--- config.mk ---
export PLATFORM = sky130hd
export DESIGN_NAME = uart_rx_deserializer_flat
export DESIGN_NICKNAME = d
export VERILOG_FILES = /design/src/rtl/uart_pkg.sv /design/src/rtl/uart_rx_deserializer_if.sv /design/src/rtl/uart_sync2.sv /design/src/rtl/uart_rx_deserializer.sv /design/src/flat_wrapper.sv
export SDC_FILE = /design/constraint.sdc
export NUM_CORES = 1
export LEC_CHECK = 0
export BUFFER_PORTS_ARGS = -buffer_cell sky130_fd_sc_hd__buf_2
export CORE_MARGIN = 2
export CORE_UTILIZATION = 57
export CTS_BUF_LIST = sky130_fd_sc_hd__clkbuf_16
export DETAILED_ROUTE_END_ITERATION = 7
export PLACE_DENSITY = 0.87
export SYNTH_ARGS = -nofsm -noshare
export SYNTH_HDL_FRONTEND = slang
export SYNTH_HIERARCHICAL = 1
export SYNTH_SLANG_ARGS = --single-unit
--- constraint.sdc ---
create_clock -name clk -period 2.1 [get_ports clk]
set_input_delay 0.105 -clock clk [delete_from_list [all_inputs] [get_ports clk]]
set_output_delay 0.105 -clock clk [all_outputs]
set_load 0.02 [all_outputs]
--- src/rtl/uart_pkg.sv ---
// Types and widths shared by the UART transmitter, receiver and parity checker.
package uart_pkg;

  localparam int UART_DATA_W  = 8;
  localparam int UART_FRAME_W = 9;
  localparam int PARITY_IDX   = 8;

  typedef enum logic [2:0] {
    IDLE,
    START,
    DATA,
    PARITY,
    STOP,
    BREAK_WAIT
  } uart_state_t;

endpackage

--- src/rtl/uart_rx_deserializer_if.sv ---
// Serial line and received-frame signals of the UART receive front end.
interface uart_rx_deserializer_if;
  import uart_pkg::*;

  logic                    rx_in;
  logic [UART_FRAME_W-1:0] frame_out;
  logic                    frame_valid;
  logic                    framing_error;
  logic                    busy;

  // The deserializer sources frames; the far side drives the line and consumes frames.
  modport master (
    input  rx_in,
    output frame_out, frame_valid, framing_error, busy
  );

  modport slave (
    output rx_in,
    input  frame_out, frame_valid, framing_error, busy
  );

endinterface

--- src/rtl/uart_sync2.sv ---
// Two-flop synchronizer for a single asynchronous input, with a selectable reset value.
module uart_sync2 #(
   parameter logic RESET_VAL = 1'b1
) (
   input  logic clk,
   input  logic rst_n,
   input  logic d,
   output logic q
);

   logic meta;

   // NOTE: sequential state uses non-blocking assignments so both flops sample pre-edge values.
   always_ff @(posedge clk) begin
      if (!rst_n) begin
         meta <= RESET_VAL;
         q    <= RESET_VAL;
      end else begin
         meta <= d;
         q    <= meta;
      end
   end

endmodule

--- src/rtl/uart_rx_deserializer.sv ---
// UART receive deserializer: frames start, 8 data bits LSB-first, parity and stop into a 9-bit word.
module uart_rx_deserializer
   import uart_pkg::*;
#(
   parameter  int CLKS_PER_BIT = 16,
   localparam int CNT_W        = $clog2(CLKS_PER_BIT)
) (
   input  logic                  clk,
   input  logic                  rst_n,
   uart_rx_deserializer_if.master bus
);

   localparam logic [CNT_W-1:0] CNT_LAST = CNT_W'(CLKS_PER_BIT - 1);
   localparam logic [CNT_W-1:0] CNT_MID  = CNT_W'(CLKS_PER_BIT / 2 - 1);
   localparam logic [2:0]       IDX_LAST = 3'(UART_DATA_W - 1);

   uart_state_t             state;
   logic [CNT_W-1:0]        clk_cnt;
   logic [2:0]              bit_idx;
   logic [UART_DATA_W-1:0]  shift_reg;
   logic                    parity_bit;
   logic                    rx_s;
   logic                    bit_end;
   logic [UART_FRAME_W-1:0] good_frame;

   uart_sync2 #(.RESET_VAL(1'b1)) u_sync (
      .clk   (clk),
      .rst_n (rst_n),
      .d     (bus.rx_in),
      .q     (rx_s)
   );

   assign bit_end = (clk_cnt == CNT_LAST);

   always_comb begin
      good_frame                  = '0;
      good_frame[PARITY_IDX]      = parity_bit;
      good_frame[UART_DATA_W-1:0] = shift_reg;
   end

   always_ff @(posedge clk) begin
      if (!rst_n) begin
         state             <= IDLE;
         clk_cnt           <= '0;
         bit_idx           <= '0;
         shift_reg         <= '0;
         parity_bit        <= 1'b0;
         bus.frame_out     <= '0;
         bus.frame_valid   <= 1'b0;
         bus.framing_error <= 1'b0;
         bus.busy          <= 1'b0;
      end else begin
         // NOTE: strobes default low every cycle so each assertion below is a single-cycle pulse.
         bus.frame_valid   <= 1'b0;
         bus.framing_error <= 1'b0;

         unique case (state)
            IDLE: begin
               clk_cnt <= '0;
               bit_idx <= '0;
               if (!rx_s) begin
                  state    <= START;
                  bus.busy <= 1'b1;
               end
            end

            // Re-check at mid start bit so short glitches are rejected.
            START: begin
               if (clk_cnt == CNT_MID) begin
                  clk_cnt <= '0;
                  if (rx_s) begin
                     state    <= IDLE;
                     bus.busy <= 1'b0;
                  end else begin
                     state <= DATA;
                  end
               end else begin
                  clk_cnt <= clk_cnt + 1'b1;
               end
            end

            DATA: begin
               if (bit_end) begin
                  clk_cnt            <= '0;
                  shift_reg[bit_idx] <= rx_s;
                  bit_idx            <= bit_idx + 1'b1;
                  if (bit_idx == IDX_LAST) state <= PARITY;
               end else begin
                  clk_cnt <= clk_cnt + 1'b1;
               end
            end

            PARITY: begin
               if (bit_end) begin
                  clk_cnt    <= '0;
                  parity_bit <= rx_s;
                  state      <= STOP;
               end else begin
                  clk_cnt <= clk_cnt + 1'b1;
               end
            end

            STOP: begin
               if (bit_end) begin
                  clk_cnt <= '0;
                  if (rx_s) begin
                     bus.frame_out   <= good_frame;
                     bus.frame_valid <= 1'b1;
                     bus.busy        <= 1'b0;
                     state           <= IDLE;
                  end else begin
                     bus.framing_error <= 1'b1;
                     state             <= BREAK_WAIT;
                  end
               end else begin
                  clk_cnt <= clk_cnt + 1'b1;
               end
            end

            // A held-low line must return high before another start bit is accepted.
            BREAK_WAIT: begin
               if (rx_s) begin
                  bus.busy <= 1'b0;
                  state    <= IDLE;
               end
            end

            default: begin
               state    <= IDLE;
               bus.busy <= 1'b0;
            end
         endcase
      end
   end

endmodule

--- src/flat_wrapper.sv ---
// flat-port wrapper written by rule: the top's interface ports become plain ports
module uart_rx_deserializer_flat import uart_pkg::*;
#(
   parameter  int CLKS_PER_BIT = 16,
   localparam int CNT_W        = $clog2(CLKS_PER_BIT)
)
  (clk, rst_n, bus_rx_in, bus_frame_out, bus_frame_valid, bus_framing_error, bus_busy);
  uart_rx_deserializer_if bus_i ();
  input  logic clk;
  input  logic rst_n;
  input wire logic [$bits(bus_i.rx_in)-1:0] bus_rx_in;
  output wire logic [$bits(bus_i.frame_out)-1:0] bus_frame_out;
  output wire logic [$bits(bus_i.frame_valid)-1:0] bus_frame_valid;
  output wire logic [$bits(bus_i.framing_error)-1:0] bus_framing_error;
  output wire logic [$bits(bus_i.busy)-1:0] bus_busy;
  assign bus_i.rx_in = bus_rx_in;
  assign bus_frame_out = bus_i.frame_out;
  assign bus_frame_valid = bus_i.frame_valid;
  assign bus_framing_error = bus_i.framing_error;
  assign bus_busy = bus_i.busy;
  uart_rx_deserializer #(.CLKS_PER_BIT(CLKS_PER_BIT)) u_core (.clk(clk), .rst_n(rst_n), .bus(bus_i));
endmodule
Word level (Yosys, flattened, before mapping):

Index checks and enable logic that the tools add are counted.

* register bits after elaboration: 33
* input bits: 3
* output and inout port bits: 12

* add/sub/neg operators: 2
* magnitude comparators: 2
* eq/ne operators: 15
* muxes and demuxes: 25
* bitwise operators: 1
* reduce and logical (&&, ||, !) cells: 13

Operators by type and width (number)
* two-way mux 3 bit: 9
* case mux 3 bit (6 select lines): 1
* case mux 4 bit (3 select lines): 1
* != test 2 x 1 -> 1 bit, second input constant: 5
* equality test 3 bit, second input constant: 3
* bitwise mux 8 bit: 1
* two-way mux 4 bit: 2
* two-way mux 1 bit: 7
* AND reduction 7 bit: 1
* equality test 3 x 2 -> 1 bit, second input constant: 2
* case mux 3 bit (2 select lines): 1
* AND reduction 2 bit: 3
* AND reduction 3 bit: 2
* case mux 1 bit (5 select lines): 1
* adder 4 x 1 -> 4 bit, second input constant: 1
* equality test 4 x 3 -> 1 bit, second input constant: 1
* equality test 4 bit, second input constant: 1
* < comparator 3 x 4 -> 1 bit, second input constant: 1
* != test 2 bit, second input constant: 2
* AND reduction 4 bit: 1
* adder 3 x 1 -> 3 bit, second input constant: 1
* demux 1 bit (select 3 bit): 1
* equality test 3 x 1 -> 1 bit, second input constant: 1
* >= comparator 3 x 1 -> 1 bit, second input constant: 1
* other kinds (8): 8

Depth between registers and ports, before layout:

* depth after elaboration: 5
* gate-level depth with buffers: 7

Cells and area by module:

The synthesis kept the hierarchy.

By module, submodules not included
* uart_rx_deserializer: times used 1, cells an instance 159, area an instance 1476.4 µm²
* uart_sync2: times used 1, cells an instance 4, area an instance 52.6 µm²

Worst setup path after synthesis:

No wires, ideal clock.

* path kind: register -> register
* from: reg u_core.clk_cnt[0]
* to: reg u_core.bus.frame_out[4]
* arrival: 1390 ps
* slack: 581 ps
* stages on the path, launching flop included: 8
* path buffers: 2
* cells stage by stage: dfxtp_1 > ha_1 > and3_1 > buf_4 > nand4_1 > buf_4 > mux2i_1 > nor2_1

* word-level cells in the longest chain between the ends: 2

Ends and longest elaborated chain
* start, declared: line uart_rx_deserializer.sv:18 `logic [CNT_W-1:0] clk_cnt;`
* start signal, assigned: line uart_rx_deserializer.sv:78 `clk_cnt <= clk_cnt + 1'b1;`
* start signal, assigned: line uart_rx_deserializer.sv:89 `clk_cnt <= clk_cnt + 1'b1;`
* start signal, assigned: line uart_rx_deserializer.sv:99 `clk_cnt <= clk_cnt + 1'b1;`
* equality test 4 bit: line uart_rx_deserializer.sv:33 `assign bit_end = (clk_cnt == CNT_LAST);`
* AND reduction 3 bit (no source line)
* end signal, assigned: line uart_rx_deserializer.sv:107 `bus.frame_out <= good_frame;`
* end, declared: line uart_rx_deserializer_if.sv:14 `output frame_out, frame_valid, framing_error, busy`

No other way between the ends.
A chain may end at the register's enable or synchronous reset.

Final worst setup path:

* from: reg u_core.state[2]
* to: reg u_core.state[0]

* word-level cells in the longest chain between the ends: 3

Ends and longest elaborated chain
* start, declared: line uart_rx_deserializer.sv:17 `uart_state_t state;`
* start signal, assigned: line uart_rx_deserializer.sv:43 `state <= IDLE;`
* start signal, assigned: line uart_rx_deserializer.sv:62 `state <= START;`
* start signal, assigned: line uart_rx_deserializer.sv:72 `state <= IDLE;`
* equality test 3 x 2 -> 1 bit (tied with other cells): line uart_rx_deserializer.sv:57 `unique case (state)`
* != test 2 x 1 -> 1 bit (no source line) / != test 2 bit (equally long branches)
* AND reduction 7 bit (no source line)

Parallel ways exist; a longest one is shown, timed or not.

==> flow_summary.json <==
{
  "status": "completed",
  "h-tree-depth": 2,
  "finalSetupViolCount": 0,
  "fin_crit_ns": 1.80,
  "initial_core_util_pct": 61.2,
  "cpLargestDelayFamily": "compound AO/OA/AOI/OAI gates",
  "clk_pin_slew_ns": 0.05,
  "power_density_nw_per_um2": 797,
  "syn_area_um2": 1530,
  "cts_resized": 0,
  "place_hpwl_um": 1960,
  "finalClockSkew_ns": 0.00260,
  "worstPathArrival_ns": 1.97,
  "syn_area_per_cell_um2": 9.38,
  "ios": 15,
  "worstSetupPathType": "reg -> reg",
  "slew_headroom_pct": 55.1,
  "drv_cap": 0,
  "hp-start": "bus_rx_in",
  "path_depth": 4,
  "reg2reg_slack_ns": 0.30,
  "vias_per_cell": 5.93,
  "reg2reg_from": "u_core/state[2]",
  "synth_fp_nets": 169,
  "drive_gt1_share_pct": 18.9,
  "yosysWarningCount": 6,
  "core_area_um2": 2500,
  "ys_seq_area_share_pct": 43.2,
  "grtUsageTotal_pct": 20.6,
  "post_cts_buffers": 0,
  "p_leak_nw": 0.789,
  "max-vdd-ir-drop_v": 0.000901,
  "antenna_cells": 0,
  "netlist_top_cells_area": "dfxtp_1 43%, mux2i_1 12%, nand2_1 4.2%, nor2_1 4.2%, a21oi_1 3.3%",
  "crit_top_cell": "o21ai_0",
  "cp_slowest_cell": "dfxtp_1",
  "period_share_pct": 85.6,
  "place.gp.congestion": 0.830,
  "cts_hold_buf": 0,
  "cp_slowest_stage_delay_ns": 0.71,
  "synth_cells": 163,
  "place_area_um2": 1570,
  "synth-edff-count": 0,
  "cp_num_buf_inv": 0,
  "die_area_um2": 3110,
  "hold_class": "in -> reg",
  "worst_ep_required_time_ns": 2.28,
  "grt_overflow": 0,
  "cp_cell_sequence": "o21ai_0 > o21ai_1 > o21ai_0 > a221oi_2",
  "area_delta_synth_final_pct": 11.8,
  "grt_pass1_vias": 1140,
  "portBuffers": 14,
  "clock_sinks": 33,
  "routed_wl_um": 2930,
  "comb_power_share_pct": 3.5,
  "drt_iter0_drc": 46,
  "grt_pass1_wl_um": 5000,
  "instances_no_fill": 205,
  "dr.pass1.iters": 4,
  "cp_max_fo": 17,
  "drc": 0,
  "worstMarginPinSlew_ns": 0.672,
  "postRouteAntennaNets": 0,
  "startpoint_type": "flip-flop",
  "netSwitchingFraction_pct": 21.0,
  "clock_latency_ns": 0.27,
  "num-nets-final": 180,
  "die_x_um": 55.8,
  "stdcell_area_um2": 1710,
  "rows": 18,
  "cts_tree": "yes",
  "ys_async_sr_fraction_pct": 0,
  "p_int_mw": 1.08,
  "fp.dieH_um": 55.8,
  "max_freq_mhz": 556,
  "slew_viol_final": 0,
  "rr_worst_depth": 4,
  "place_inst": 197,
  "synth_ff_type": "dfxtp_1",
  "r2r_end": "u_core/state[0]",
  "ys_ff_latch": 33,
  "vias": 1216,
  "rsz0062_at_grt": "no",
  "synthTopCellsByCount": "33 x dfxtp_1, 18 x mux2i_1, 17 x nand2_1, 17 x nor2_1, 10 x a21oi_1",
  "clock_power_share_pct": 49.4,
  "clockRootBuffer": "clkbuf_16",
  "endpoint_kind": "flip-flop",
  "antenna_found_initial": 0,
  "crit_start": "u_core/state[2]",
  "grt_max_degree": 21,
  "largest_reg_flops": 9,
  "ys_types": 43,
  "yosysTopAreaCell": "dfxtp_1",
  "wl_per_cell_um": 14.3,
  "max-clock-path-buffers": 2,
  "yosysMostFrequentCell": "dfxtp_1",
  "numCtsBuffers": 5,
  "seqPwrFrac_pct": 47.0,
  "hold_viol": 0,
  "switchingPower_mw": 0.286,
  "synth_top_area_share_pct": 43.2,
  "endpoint": "u_core/state[0]",
  "setup_tns_ns": 0
}
## routing by layer
layer	vias to the layer above	GRT usage [%]	routed length [um]
met5	-	0	0
met4	0	6.62	12
met3	2	8.60	165
met2	48	32.8	1410
met1	573	25.1	1340
li1	593	-	-
## worst min path at each step
| stage | end | slack (ns) | cells past startpoint |
|---|---|---|---|
| finish | u_core/u_sync/meta | 0.01 | 2 |
| global placement | u_core/u_sync/meta | 0.29 | 2 |
| global route | u_core/u_sync/meta | 0.02 | 2 |
| floorplan | u_core/u_sync/meta | 0.18 | 1 |
| CTS | u_core/u_sync/meta | 0.01 | 2 |
| detailed placement | u_core/u_sync/meta | 0.29 | 2 |
## kinds of logic after synthesis
group           synth area share [%]
simple gates                    23.6
flops                           43.2
compound gates                  12.6
mux                             12.5
buf+inv                         5.56
fa+ha+maj                       2.46
## area by class of cell
class	count	area, um^2
Sequential cell	33	661
Tap cell	30	37.5
Timing Repair Buffer	15	77.6
Fill cell	195	791
Clock buffer	5	125
Inverter	3	11.3
Multi-Input combinational cell	116	783
Clock inverter	3	13.8
## per-stage QoR
step	util [%]	hold WS [ns]	total power, mW	setup WS (ns)
after CTS	68.4	0.0115	1.37	0.373
after detailed placement	62.8	0.294	0.700	0.382
after floorplan	-	0.178	0.689	0.581
final	68.4	0.0131	1.36	0.302
after global placement	62.8	0.286	0.698	0.509
after global routing	68.4	0.0242	1.42	0.192
## power groups by stage
stage               Sequential [mW]  Clock [mW]  Combinational [mW]
global route                  0.640       0.728              0.0529
global placement              0.653           0              0.0449
floorplan                     0.650           0              0.0396
detailed placement            0.653           0              0.0470
CTS                           0.640       0.687              0.0473
finish                        0.640       0.673              0.0479
## worst register-to-register path: stages, from the launching register on
cell	delay, ns
dfxtp_1	0.71
o21ai_0	0.20
o21ai_1	0.34
o21ai_0	0.20
a221oi_2	0.25
## cells in the final DEF, fill, tap and decap left out, drive strengths merged, types with 4 or more instances in the layout
master  Yosys  routed
nor2       18      18
nand2      17      17
nand3b      5       5
nand3       4       4
a21oi      10      10
dfxtp      33      33
and3        4       4
inv         3       4
clkbuf      3       5
o21ai      10      10
mux2i      18      18
buf         8      15
No activity file was read; power rests on OpenSTA's default activity.
